`config.mk`:
```
export PLATFORM = sky130hd
export DESIGN_NAME = memory_access_unit
export DESIGN_NICKNAME = d
export VERILOG_FILES = /design/src/rtl/memory_access_unit.sv
export SDC_FILE = /design/constraint.sdc
export NUM_CORES = 1
export LEC_CHECK = 0
export BUFFER_PORTS_ARGS = -buffer_cell sky130_fd_sc_hd__buf_2
export CORE_MARGIN = 8
export CORE_UTILIZATION = 50
export CTS_CLUSTER_SIZE = 28
export DETAILED_ROUTE_END_ITERATION = 16
export PLACE_DENSITY = 0.73
export SETUP_SLACK_MARGIN = 0.05
export SLEW_MARGIN = 20
export SYNTH_ARGS = -nofsm -noshare
export SYNTH_HDL_FRONTEND = slang
export SYNTH_SLANG_ARGS = --single-unit
```
`constraint.sdc`:
```
create_clock -name clk -period 3.1 [get_ports clk]
set_clock_uncertainty 0.15 [all_clocks]
set_input_delay 0.155 -clock clk [delete_from_list [all_inputs] [get_ports clk]]
set_output_delay 0.155 -clock clk [all_outputs]
set_load 0.05 [all_outputs]
```
`src/rtl/memory_access_unit.sv`:
```
// Load/store unit bridging a single-request core port onto a word-wide bus.
// Optional macro MEMORY_ACCESS_UNIT_SPLIT_MISALIGNED_EN: split word-crossing misaligned accesses.
module memory_access_unit #(
  parameter int XLEN           = 32,
  parameter int TIMEOUT_CYCLES = 255
) (
  input  logic              clk,
  input  logic              reset,
  input  logic              request_valid,
  output logic              request_ready,
  input  logic              request_write,
  input  logic [2:0]        request_type,
  input  logic [XLEN-1:0]   request_address,
  input  logic [XLEN-1:0]   request_store_data,
  output logic              bus_valid,
  input  logic              bus_ready,
  output logic              bus_write,
  output logic [XLEN-1:0]   bus_address,
  output logic [XLEN-1:0]   bus_write_data,
  output logic [XLEN/8-1:0] bus_write_mask,
  input  logic [XLEN-1:0]   bus_read_data,
  input  logic              bus_error,
  output logic              response_valid,
  output logic [XLEN-1:0]   response_data,
  output logic              misaligned_exception,
  output logic              access_fault
);

  localparam int NB   = XLEN / 8;
  localparam int OFFW = $clog2(NB);
  localparam logic [31:0]     TO_LIMIT  = TIMEOUT_CYCLES;
  localparam logic [XLEN-1:0] WORD_STEP = NB;

`ifdef MEMORY_ACCESS_UNIT_SPLIT_MISALIGNED_EN
  localparam bit SPLIT_EN = 1'b1;
`else
  localparam bit SPLIT_EN = 1'b0;
`endif

  typedef enum logic [1:0] {IDLE, FIRST, SECOND, RESPOND} state_t;

  function automatic logic illegal_type(input logic [2:0] t);
    return (t == 3'b111) || ((XLEN == 32) && (t == 3'b011 || t == 3'b110));
  endfunction

  function automatic logic [3:0] size_of(input logic [2:0] t);
    return 4'd1 << t[1:0];
  endfunction

  function automatic logic is_misaligned(input logic [XLEN-1:0] a, input logic [2:0] t);
    return ({{(4-OFFW){1'b0}}, a[OFFW-1:0]} & (size_of(t) - 4'd1)) != 4'd0;
  endfunction

  function automatic logic crosses_word(input logic [XLEN-1:0] a, input logic [2:0] t);
    return (5'(a[OFFW-1:0]) + 5'(size_of(t))) > 5'(NB);
  endfunction

  state_t            state, next_state;
  logic [XLEN-1:0]   addr_q, store_q, lo_q, hi_q;
  logic              write_q, fault_q, mis_q, cross_q;
  logic [2:0]        type_q;
  logic [31:0]       wait_cnt;
  logic              in_bus, timeout_hit, req_illegal, req_mis;

  assign in_bus      = (state == FIRST) || (state == SECOND);
  assign timeout_hit = (TIMEOUT_CYCLES != 0) && in_bus && !bus_ready && (wait_cnt == TO_LIMIT - 32'd1);
  assign req_illegal = illegal_type(request_type);
  assign req_mis     = is_misaligned(request_address, request_type);

  always_comb begin
    next_state = state;
    case (state)
      IDLE:
        if (request_valid) begin
          if (req_illegal || (req_mis && !SPLIT_EN)) next_state = RESPOND;
          else                                        next_state = FIRST;
        end
      FIRST:
        if (bus_ready) next_state = (cross_q && !bus_error) ? SECOND : RESPOND;
        else if (timeout_hit) next_state = RESPOND;
      SECOND:
        if (bus_ready || timeout_hit) next_state = RESPOND;
      default: next_state = IDLE;
    endcase
  end

  always_ff @(posedge clk) begin
    if (reset) begin
      state    <= IDLE;
      addr_q   <= '0;
      store_q  <= '0;
      lo_q     <= '0;
      hi_q     <= '0;
      write_q  <= 1'b0;
      type_q   <= '0;
      fault_q  <= 1'b0;
      mis_q    <= 1'b0;
      cross_q  <= 1'b0;
      wait_cnt <= '0;
    end else begin
      state <= next_state;
      if (state == IDLE && request_valid) begin
        addr_q   <= request_address;
        store_q  <= request_store_data;
        write_q  <= request_write;
        type_q   <= request_type;
        lo_q     <= '0;
        hi_q     <= '0;
        wait_cnt <= '0;
        fault_q  <= req_illegal;
        mis_q    <= !req_illegal && req_mis && !SPLIT_EN;
        cross_q  <= SPLIT_EN && crosses_word(request_address, request_type);
      end else if (in_bus) begin
        if (bus_ready) begin
          wait_cnt <= '0;
          if (state == FIRST) lo_q <= bus_read_data;
          else                hi_q <= bus_read_data;
          if (bus_error) fault_q <= 1'b1;
        end else begin
          wait_cnt <= wait_cnt + 32'd1;
          if (timeout_hit) fault_q <= 1'b1;
        end
      end
    end
  end

  // Both bus words are treated as one double-width window shifted by the byte lane,
  // so aligned, in-word misaligned and split accesses share the same datapath.
  logic [OFFW-1:0]   off;
  logic [31:0]       size_bytes;
  logic [NB-1:0]     base_mask;
  logic [XLEN-1:0]   store_sized, raw, load_val;
  logic [2*NB-1:0]   wide_mask;
  logic [2*XLEN-1:0] wide_data, merged;
  logic              sign;

  always_comb begin
    off         = addr_q[OFFW-1:0];
    size_bytes  = 32'(size_of(type_q));
    base_mask   = '0;
    store_sized = '0;
    load_val    = '0;
    sign        = 1'b0;
    for (int unsigned i = 0; i < NB; i++) begin
      if (i < size_bytes) begin
        base_mask[i]        = 1'b1;
        store_sized[i*8+:8] = store_q[i*8+:8];
      end
    end
    wide_mask = {{NB{1'b0}}, base_mask} << off;
    wide_data = {{XLEN{1'b0}}, store_sized} << {off, 3'b000};
    merged    = {hi_q, lo_q} >> {off, 3'b000};
    raw       = merged[XLEN-1:0];
    case (type_q[1:0])
      2'd0:    sign = raw[7];
      2'd1:    sign = raw[15];
      2'd2:    sign = raw[31];
      default: sign = raw[XLEN-1];
    endcase
    sign = sign & ~type_q[2];
    for (int unsigned i = 0; i < NB; i++)
      load_val[i*8+:8] = base_mask[i] ? raw[i*8+:8] : {8{sign}};
  end

  assign request_ready  = (state == IDLE);
  assign bus_valid      = in_bus;
  assign bus_write      = in_bus && write_q;
  assign bus_address    = in_bus ? ({addr_q[XLEN-1:OFFW], {OFFW{1'b0}}} + ((state == SECOND) ? WORD_STEP : '0)) : '0;
  assign bus_write_data = (in_bus && write_q) ? ((state == SECOND) ? wide_data[2*XLEN-1:XLEN] : wide_data[XLEN-1:0]) : '0;
  assign bus_write_mask = (in_bus && write_q) ? ((state == SECOND) ? wide_mask[2*NB-1:NB] : wide_mask[NB-1:0]) : '0;

  assign response_valid       = (state == RESPOND);
  assign access_fault         = (state == RESPOND) && fault_q;
  assign misaligned_exception = (state == RESPOND) && mis_q;
  assign response_data        = ((state == RESPOND) && !write_q && !fault_q && !mis_q) ? load_val : '0;

endmodule

```
==> results of run 1 <==
## state kept, by name, indices dropped and copies added, names as in the netlist
name      count
store_q      32
fault_q       1
wait_cnt     32
type_q        3
state         2
lo_q         32
hi_q         24
mis_q         1
addr_q       32
write_q       1
## cell usage after synthesis, drive strengths merged, types with 2 or more instances
library cell    n  area share (%)
a21oi         171             9.4
nor2b          12            0.83
a32oi           8            0.77
or4             6            0.50
mux2           16             2.0
a211oi          2            0.17
o31ai           3            0.25
xnor2          14             1.3
and3           18             1.3
a22oi          14             1.2
o2bb2ai         2            0.19
or2             2            0.14
and2           13            0.89
mux4           32             7.9
xor2           24             2.3
nand4          24             1.7
a31oi           6            0.41
nor4           13             1.0
dfxtp         160              35
a32o            2            0.22
a311oi         10            0.96
buf            14            0.81
nor2          143             5.9
nor4b           4            0.39
ha              8             1.1
mux2i           3            0.33
nand2b          3            0.21
o21bai          2            0.17
nand3          21             1.2
inv            24            0.99
nor3           15            0.83
clkbuf         82             3.4
nand2         294              12
o21ai          35             1.9
and4            4            0.39
a2bb2oi         5            0.48
## timing repair
action / CTS / global route
pin swaps: 0 / 1
resized for setup: 10 / 15
hold buffers: 101 / 0
endpoints found under the setup margin: 30 / 35
endpoints found under the hold margin: 129 / 0
## kinds of logic after synthesis
logic type,Yosys count
mux,51
buf+inv,120
fa+ha+maj,8
flops,160
compound gates,266
xor+xnor,38
other cells,1
simple gates,578
## layer usage
layer	GRT usage [%]	up-vias
met5	0	-
met4	9.40	0
met3	5.11	59
met2	43.1	364
met1	30.9	4629
li1	-	4750
## report_power, final
| group | total, mW | internal (mW) | switching, mW |
|---|---|---|---|
| Combinational | 2.63 | 0.851 | 1.78 |
| Clock | 2.13 | 1.10 | 1.03 |
| Sequential | 2.51 | 2.28 | 0.233 |
| Total | 7.27 | 4.22 | 3.05 |
## per-stage QoR
stage,setup WS [ns],cell area [µm²]
detailed placement,0.288,10300
CTS,0.0839,12000
global route,0.0189,12100
finish,0.154,12100
floorplan,-0.128,9170
global placement,0.371,10300
## worst register-to-register path: stages, from the launching register on
cell      delay (ns)
dfxtp_1         0.39
inv_1           0.08
ha_2            0.41
nand2b_1        0.09
or4_1           0.53
or4_1           0.51
a221oi_1        0.25
## area by class of cell
class | instances | area share, %
Multi-Input combinational cell | 943 | 46.1
Sequential cell | 160 | 26.6
Timing Repair Buffer | 337 | 19.1
Clock buffer | 17 | 3.53
Tap cell | 229 | 2.38
Clock inverter | 15 | 1.57
Inverter | 24 | 0.747
Antenna cell | 1 | 0.0207
## path summary, 6_finish.rpt
path | to | depth (start not counted)
setup / recovery | bus_address[14] | 11
hold / removal | fault_q | 3
setup reg to reg | fault_q | 6
hold reg to reg | lo_q[3] | 2
==> qor.yml, run 1 <==
place:
  gp_congestion: 0.868
  port_buffers: 208
  dp_hpwl_mm: 19.6
  place_inst: 1592
layout:
  ff_latch_area_um2: 3210
  final_cell_mix: "nand2_1 (293), buf_2 (202), a21oi_1 (163)"
  drive_gt1_share_pct: 24.2
  syn2layout_area_growth_pct: 32.6
  layout.nets: 1596
  multiInputGateArea_um2: 5560
  final_common_cell: "nand2_1"
  instances_no_fill: 1726
  final_core_util_pct: 67.4
  fillers: 1488
cts:
  cts.sinks: 160
  clkTransAtPathRegs_ns: 0.07
  cts_tree: "done"
  cts_buffer_depth: 2
  post_cts_buffers: 0
  cts-root-buf: "clkbuf_16"
  clk_latency_ns: 0.43
  numCtsBuffers: 17
  htree_levels: 4
sta:
  drv_slew: 0
  rsz0062_at_grt: "false"
  setup_tns_ns: 0
  whs_ns: 0.0480
  hold_viol_final: 0
  worstMarginPinSlew_ns: 0.910
  fmax_mhz: 339
  min_period_ns: 2.95
  fin_crit_sh_pct: 95.0
  relSlewSlack_pct: 39.2
  setup_violations: 0
grt:
  track_usage_pct: 25.3
  grt_max_degree: 70
  grt_pass1_vias: 9368
  grt-ovfl-total: 0
  grt_pass1_wl_mm: 46.9
  grt_antenna_before_repair: 1
route:
  wirelength_mm: 29.8
  wl_met3_mm: 1.98
  drc: 0
  dr_wl_met2_mm: 14.9
  drt_pass1_iterations: 5
  viasPerCell: 5.68
  drt_iter0_drc: 786
  postRouteAntennaNets: 0
  highest_layer: "met4"
  wl_per_cell_um: 17.3
  wl_met1_mm: 12.2
  via_count: 9802
synth:
  synth-main-ff-cell: "dfxtp_1"
  async_flop_share_pct: 0
  synthSimpleGateAreaFrac_pct: 27.8
  synth-adder-area-share_pct: 1.10
  syn_inst: 1222
  synth_top_family_by_area: "simple AND/OR/NAND/NOR gates"
  synth_compound_area_share_pct: 16.7
  yosysUniqueCellTypes: 54
  ys_warn_count: 0
  ys_seq_area_share_pct: 35.2
  ys_ff_latch: 160
  synth_edf_count: 0
  synth-xor-area-share_pct: 3.66
  synth_area_um2: 9090
  synthMuxAreaShare_pct: 10.2
  syn_avg_cell_area_um2: 7.44
setup_path:
  crit_type: "reg2out"
  critPathMaxStageDelay_ns: 0.34
  end_kind: "primary output"
  regToRegSetupSlack_ns: 0.61
  worstReg2RegStart: "state[0]"
  crit_family: "simple AND/OR/NAND/NOR gates"
  cp-start-kind: "register"
  required_ns: 2.79
  critPathBufInv: 3
  cp_cell_sequence: "inv_1, ha_1, ha_4, ha_4, and4_4, nor3b_2, buf_4, nand2_1, xor2_1, nor2_1, clkbuf_4"
  path_common_cell: "ha_4"
  crit_start: "state[0]"
  cp.arrival_ns: 2.64
  crit_path_top_delay_cell: "dfxtp_1"
  cp_max_fo: 6
floorplanning:
  io_pins: 211
  core_area_um2: 17900
  die_x_um: 151
  dieArea_um2: 22800
  fp.dieH_um: 151
  initial_utilization_pct: 50.8
  num_rows: 49
power_and_ir_drop:
  leakagePower_nw: 4.70
  p_per_area_nw_per_um2: 602
  peakVddDrop_uv: 500
  finalPower_mw: 7.27
status:
  status: "finished, final reports clean"
worst_hold_path:
  worstHoldPathType: "in2reg"
  holdCritStartpoint: "bus_error"
flow_run:
  cap_violations: 0
Note: power is estimated with default switching activity, not from simulation.
==> run 2, diff against run 1 <==
--- a/config.mk
+++ b/config.mk
@@ -5,14 +5,14 @@
 export SDC_FILE = /design/constraint.sdc
 export NUM_CORES = 1
 export LEC_CHECK = 0
+export ABC_AREA = 1
 export BUFFER_PORTS_ARGS = -buffer_cell sky130_fd_sc_hd__buf_2
 export CORE_MARGIN = 8
 export CORE_UTILIZATION = 50
 export CTS_CLUSTER_SIZE = 28
 export DETAILED_ROUTE_END_ITERATION = 16
-export PLACE_DENSITY = 0.73
+export PLACE_DENSITY = 0.72
 export SETUP_SLACK_MARGIN = 0.05
-export SLEW_MARGIN = 20
 export SYNTH_ARGS = -nofsm -noshare
 export SYNTH_HDL_FRONTEND = slang
 export SYNTH_SLANG_ARGS = --single-unit
==> constraint.sdc (replaced) <==
create_clock -name clk -period 2.88 [get_ports clk]
set_clock_uncertainty 0.15 [all_clocks]
set_input_delay 0.144 -clock clk [delete_from_list [all_inputs] [get_ports clk]]
set_output_delay 0.144 -clock clk [all_outputs]
set_load 0.05 [all_outputs]
==> run 2 against run 1 <==
Compared with the run above:
- die area up 4.9%
- combinational power grew 57%
- hold slack better by 0.042 ns
- largest power group unchanged
==> qor.yml, run 2 <==
grt:
  grt_pass1_wl_mm: 54.0
  grt_antenna_before_repair: 6
  grt_max_degree: 91
  track_usage_pct: 27.4
  grt_pass1_vias: 10664
  grt-ovfl-total: 0
cts:
  numCtsBuffers: 17
  cts_buffer_depth: 2
  clk_latency_ns: 0.43
  clkTransAtPathRegs_ns: 0.06
  cts_tree: "done"
  htree_levels: 4
  cts.sinks: 160
  cts-root-buf: "clkbuf_16"
layout:
  layout.nets: 1905
  instances_no_fill: 2045
  syn2layout_area_growth_pct: 31.1
  drive_gt1_share_pct: 20.1
  final_cell_mix: "nand2_1 (304), nor2_1 (230), o21ai_0 (194)"
  final_core_util_pct: 67.0
  final_common_cell: "nand2_1"
  stdcell_area_um2: 12600
route:
  drt_iter0_drc: 983
  drc: 0
  drt_pass1_iterations: 6
  wl_per_cell_um: 16.6
  via_count: 11348
  viasPerCell: 5.55
  wirelength_mm: 34.0
  postRouteAntennaNets: 0
synth:
  synth_area_um2: 9590
  synth-adder-area-share_pct: 1.04
  synth_top_cell_by_area: "dfxtp_1"
  synth-xor-area-share_pct: 0.730
  synthTopCellsByCount: "nand2_1 (306), nor2_1 (245), o21ai_0 (195)"
  ys_seq_area_share_pct: 33.4
  synthSimpleGateAreaFrac_pct: 30.8
  yosysMostFrequentCell: "nand2_1"
  synthMuxAreaShare_pct: 0
  synth_edf_count: 0
  synth-main-ff-cell: "dfxtp_1"
  ys_warn_count: 0
  syn_inst: 1524
  synth_top_family_by_area: "simple AND/OR/NAND/NOR gates"
  synth_top_area_share_pct: 33.4
  yosysUniqueCellTypes: 54
  synth_area_leaders: "dfxtp_1 (33%), nand2_1 (12%), o21ai_0 (10%)"
  async_flop_share_pct: 0
  ys_ff_latch: 160
  synth_compound_area_share_pct: 24.3
  syn_avg_cell_area_um2: 6.29
floorplanning:
  io_pins: 211
  dieArea_um2: 23900
  num_rows: 50
  fp.dieH_um: 155
  die_x_um: 155
  core_area_um2: 18800
  initial_utilization_pct: 51.1
flow_run:
  cap_violations: 0
sta:
  fin_crit_sh_pct: 96.1
  rsz0062_at_grt: "true"
  relSlewSlack_pct: 38.9
  fmax_mhz: 361
  whs_ns: 0.0897
  worstMarginPinSlew_ns: 0.915
  drv_slew: 0
  hold_viol_final: 0
  setup_violations: 0
  setup_ws_ns: 0.113
  min_period_ns: 2.77
  setup_tns_ns: 0
setup_path:
  cp_max_fo: 4
  required_ns: 2.59
  regToRegSetupSlack_ns: 0.56
  crit_type: "reg2out"
  end_kind: "primary output"
  cp-start-kind: "register"
  cp.arrival_ns: 2.47
place:
  gp_congestion: 0.942
  dp_hpwl_mm: 22.8
  dp_slack_ns: 0.353
  place_inst: 1900
  port_buffers: 208
  postPlaceCellArea_um2: 10800
worst_hold_path:
  worstHoldPathType: "in2reg"
power_and_ir_drop:
  peakVddDrop_uv: 514
  finalPower_mw: 9.21
  leakagePower_nw: 5.24
  p_per_area_nw_per_um2: 732
status:
  status: "finished, final reports clean"
[run 2: changes by cell type after synthesis, sizes merged, moves of 16 or more]
cell / change
o21ai: +174
nor2: +119
inv: +115
mux4: -32
nand3: +32
clkbuf: -23
buf: +20
nand2: +19
xor2: -19
and3: -18
nor3: +17
a21oi: -16
mux2: -16
[run 2: cells by family (layout without fill, tap and decap cells)]
logic type | Yosys count | after routing
AO/OA/AOI/OAI | 425 | 425
XOR/XNOR | 8 | 8
adder cells (fa/ha/maj) | 8 | 8
buffers and inverters | 233 | 512
flip-flops | 160 | 160
other | 1 | 9
AND/OR/NAND/NOR | 689 | 689
[run 2: layout make-up]
type,count,area (µm²)
Clock inverter,9,85.1
Sequential cell,160,3210
Inverter,140,529
Multi-Input combinational cell,1132,5640
Fill cell,1707,6190
Clock buffer,22,444
Antenna cell,7,17.5
Tap cell,234,293
Timing Repair Buffer,341,2360
[run 2: timing repair]
action                                  in CTS  in global routing
buffers inserted                             2                  2
resized for setup                           14                 35
endpoints found under the hold margin      136                  0
endpoints found under the setup margin       7                 42
gates cloned                                 0                  0
hold buffers                               103                  0
pin swaps                                    2                  5
[run 2: worst max-delay path, stage by stage (launching register included)]
cell     delay (ns)
dfxtp_4        0.36
inv_2          0.06
ha_2           0.19
ha_4           0.15
ha_4           0.13
nand2_1        0.06
inv_2          0.10
nand3_4        0.10
inv_2          0.08
nand2_2        0.07
nor3_4         0.26
a21oi_2        0.10
nor3_2         0.21
buf_6          0.19
[run 2: layer usage]
| layer | up-vias | GRT usage [%] | part of all wire, % | wire length, µm |
|---|---|---|---|---|
| met5 | - | 0 | 0 | 0 |
| met4 | 0 | 10.5 | 2.6 | 890 |
| met3 | 72 | 5.80 | 8.3 | 2820 |
| met2 | 515 | 43.7 | 46 | 15500 |
| met1 | 5178 | 35.8 | 43 | 14700 |
| li1 | 5583 | - | - | - |
[run 2: final timing paths]
check | startpoint | endpoint | cells after the start
setup reg to reg | state[1] | wait_cnt[21] | 8
setup / recovery | state[0] | bus_address[18] | 13
hold reg to reg | lo_q[5] | lo_q[5] | 2
hold / removal | bus_ready | fault_q | 5
[run 2: power breakdown]
group          switching, mW  internal (mW)  total [mW]  leakage [nW]
Combinational           2.97           1.18        4.14          3.69
Sequential             0.360           2.59        2.95          1.31
Clock                  0.924           1.18        2.11         0.251
==> run 3, diff against run 2 <==
--- a/config.mk
+++ b/config.mk
@@ -5,13 +5,12 @@
 export SDC_FILE = /design/constraint.sdc
 export NUM_CORES = 1
 export LEC_CHECK = 0
-export ABC_AREA = 1
 export BUFFER_PORTS_ARGS = -buffer_cell sky130_fd_sc_hd__buf_2
 export CORE_MARGIN = 8
 export CORE_UTILIZATION = 50
 export CTS_CLUSTER_SIZE = 28
 export DETAILED_ROUTE_END_ITERATION = 16
-export PLACE_DENSITY = 0.72
+export PLACE_DENSITY = 0.73
 export SETUP_SLACK_MARGIN = 0.05
 export SYNTH_ARGS = -nofsm -noshare
 export SYNTH_HDL_FRONTEND = slang
==> constraint.sdc (replaced) <==
create_clock -name clk -period 2.8 [get_ports clk]
set_clock_uncertainty 0.15 [all_clocks]
set_input_delay 0.14 -clock clk [delete_from_list [all_inputs] [get_ports clk]]
set_output_delay 0.14 -clock clk [all_outputs]
set_load 0.05 [all_outputs]
==> run 3 against run 2 <==
Compared with the run above:
- sequential power down 5%
- sequential share of layout area up 0.14 points
- utilization up 2.9 points
- global-route usage down 1.5 points
==> qor.yml, run 3 (same netlist as run 1, synthesis figures left out) <==
worst_hold_path:
  holdCritStartpoint: "bus_error"
  hold_depth: 3
  worstHoldPathType: "in2reg"
setup_path:
  cp-start-kind: "register"
  cp_cell_sequence: "inv_4, ha_4, ha_4, ha_4, and4_4, nor3b_2, buf_4, nand4_1, xnor2_1, and2_1, buf_6"
  required_ns: 2.51
  crit_type: "reg2out"
  critPathMaxStageDelay_ns: 0.37
  cp_max_fo: 6
  crit_start: "state[0]"
  r2r_cells: 6
  cp.arrival_ns: 2.48
  end_kind: "primary output"
  worstReg2RegStart: "state[1]"
  path_common_cell: "ha_4"
  crit_path_top_delay_cell: "dfxtp_4"
place:
  gp_congestion: 0.909
  port_buffers: 208
  place_inst: 1600
  dp_hpwl_mm: 19.7
status:
  status: "finished, final reports clean"
cts:
  cts.sinks: 160
  cts_buffer_depth: 2
  cts_tree: "done"
  htree_levels: 4
  clkTransAtPathRegs_ns: 0.07
  numCtsBuffers: 17
  cts-root-buf: "clkbuf_16"
  clk_latency_ns: 0.43
floorplanning:
  initial_utilization_pct: 50.8
  core_area_um2: 17900
  dieArea_um2: 22800
  num_rows: 49
  io_pins: 211
  die_x_um: 151
  fp.dieH_um: 151
grt:
  grt_pass1_wl_mm: 48.2
  track_usage_pct: 25.9
  grt_pass1_vias: 9624
  grt_antenna_before_repair: 1
  grt-ovfl-total: 0
  grt_max_degree: 74
route:
  wl_per_cell_um: 17.5
  drt_iter0_drc: 903
  wirelength_mm: 30.5
  drc: 0
  viasPerCell: 5.75
  postRouteAntennaNets: 0
  drt_pass1_iterations: 5
  via_count: 10007
sta:
  setup_violations: 0
  fmax_mhz: 361
  whs_ns: 0.0443
  rsz0062_at_grt: "true"
  worstMarginPinSlew_ns: 0.821
  min_period_ns: 2.77
  hold_viol_final: 0
  fin_crit_sh_pct: 98.8
  relSlewSlack_pct: 45.3
  setup_tns_ns: 0
  drv_slew: 0
flow_run:
  cap_violations: 0
layout:
  instances_no_fill: 1740
  layout.nets: 1609
  final_cell_mix: "nand2_1 (293), buf_2 (171), a21oi_1 (166)"
  fillers: 1435
  syn2layout_area_growth_pct: 37.7
  final_common_cell: "nand2_1"
  drive_gt1_share_pct: 27.5
power_and_ir_drop:
  p_per_area_nw_per_um2: 658
  leakagePower_nw: 4.77
  peakVddDrop_uv: 542
[run 3: cell count changes in the layout (fill, tap and decap cells not counted), moves of 14 or more]
cell / before / now
nand3_1: 48 / 20
mux4_2: 0 / 32
inv_2: 14 / 0
nor2_1: 230 / 104
xor2_1: 5 / 24
o21ai_0: 194 / 31
buf_4: 29 / 55
mux2_2: 0 / 16
buf_2: 193 / 171
a21oi_1: 148 / 166
inv_1: 124 / 21
and3_1: 0 / 17
[run 3: worst paths after layout]
kind / to / slack (ns)
setup / recovery: bus_address[16] / 0.03
hold / removal: fault_q / 0.04
setup reg to reg: fault_q / 0.34
hold reg to reg: lo_q[0] / 0.31
[run 3: per-stage QoR]
step	power, mW	setup slack, ns	util [%]	instance area [µm²]
2_1_floorplan	4.83	-0.154	-	9320
3_3_place_gp	5.59	0.242	59.1	10600
3_5_place_dp	5.64	0.166	59.1	10600
4_1_cts	8.17	0.0203	69.0	12300
5_1_grt	8.65	-0.0946	69.9	12500
6_report	8.24	0.0329	69.9	12500
[run 3: timing repair]
item	CTS	global route
pin swaps	3	6
hold buffers	100	0
endpoints found under the hold margin	126	0
endpoints found under the setup margin	56	45
gates resized for setup	46	43
buffers inserted	1	5
[run 3: power by group]
part	internal, mW	leakage [nW]	switching (mW)
logic	1.03	3.16	2.02
registers	2.52	1.30	0.275
clock network	1.22	0.299	1.16
total	4.78	4.77	3.46
[run 3: critical path: cells and delay by family (launching register included)]
kind / cells / cell delay (ns)
xor+xnor: 1 / 0.16
fa+ha+maj: 3 / 0.41
buf+inv: 3 / 0.40
simple gates: 4 / 0.69
flops: 1 / 0.37
[run 3: metal layers]
| layer | share of wire, % | wire, µm | global-route usage (%) |
|---|---|---|---|
| met1 | 41 | 12400 | 31.5 |
| met2 | 49 | 15000 | 43.4 |
| met3 | 6.5 | 1980 | 5.08 |
| met4 | 3.7 | 1130 | 12.2 |
| met5 | 0 | 0 | 0 |
[run 3: final cells by class]
class	count	area (µm²)	share of cell area (%)
Multi-Input combinational cell	943	5740	45.9
Sequential cell	160	3210	25.7
Timing Repair Buffer	350	2560	20.4
Clock buffer	17	425	3.40
Tap cell	229	287	2.29
Clock inverter	15	189	1.51
Inverter	24	100	0.799
Antenna cell	2	5.00	0.0400
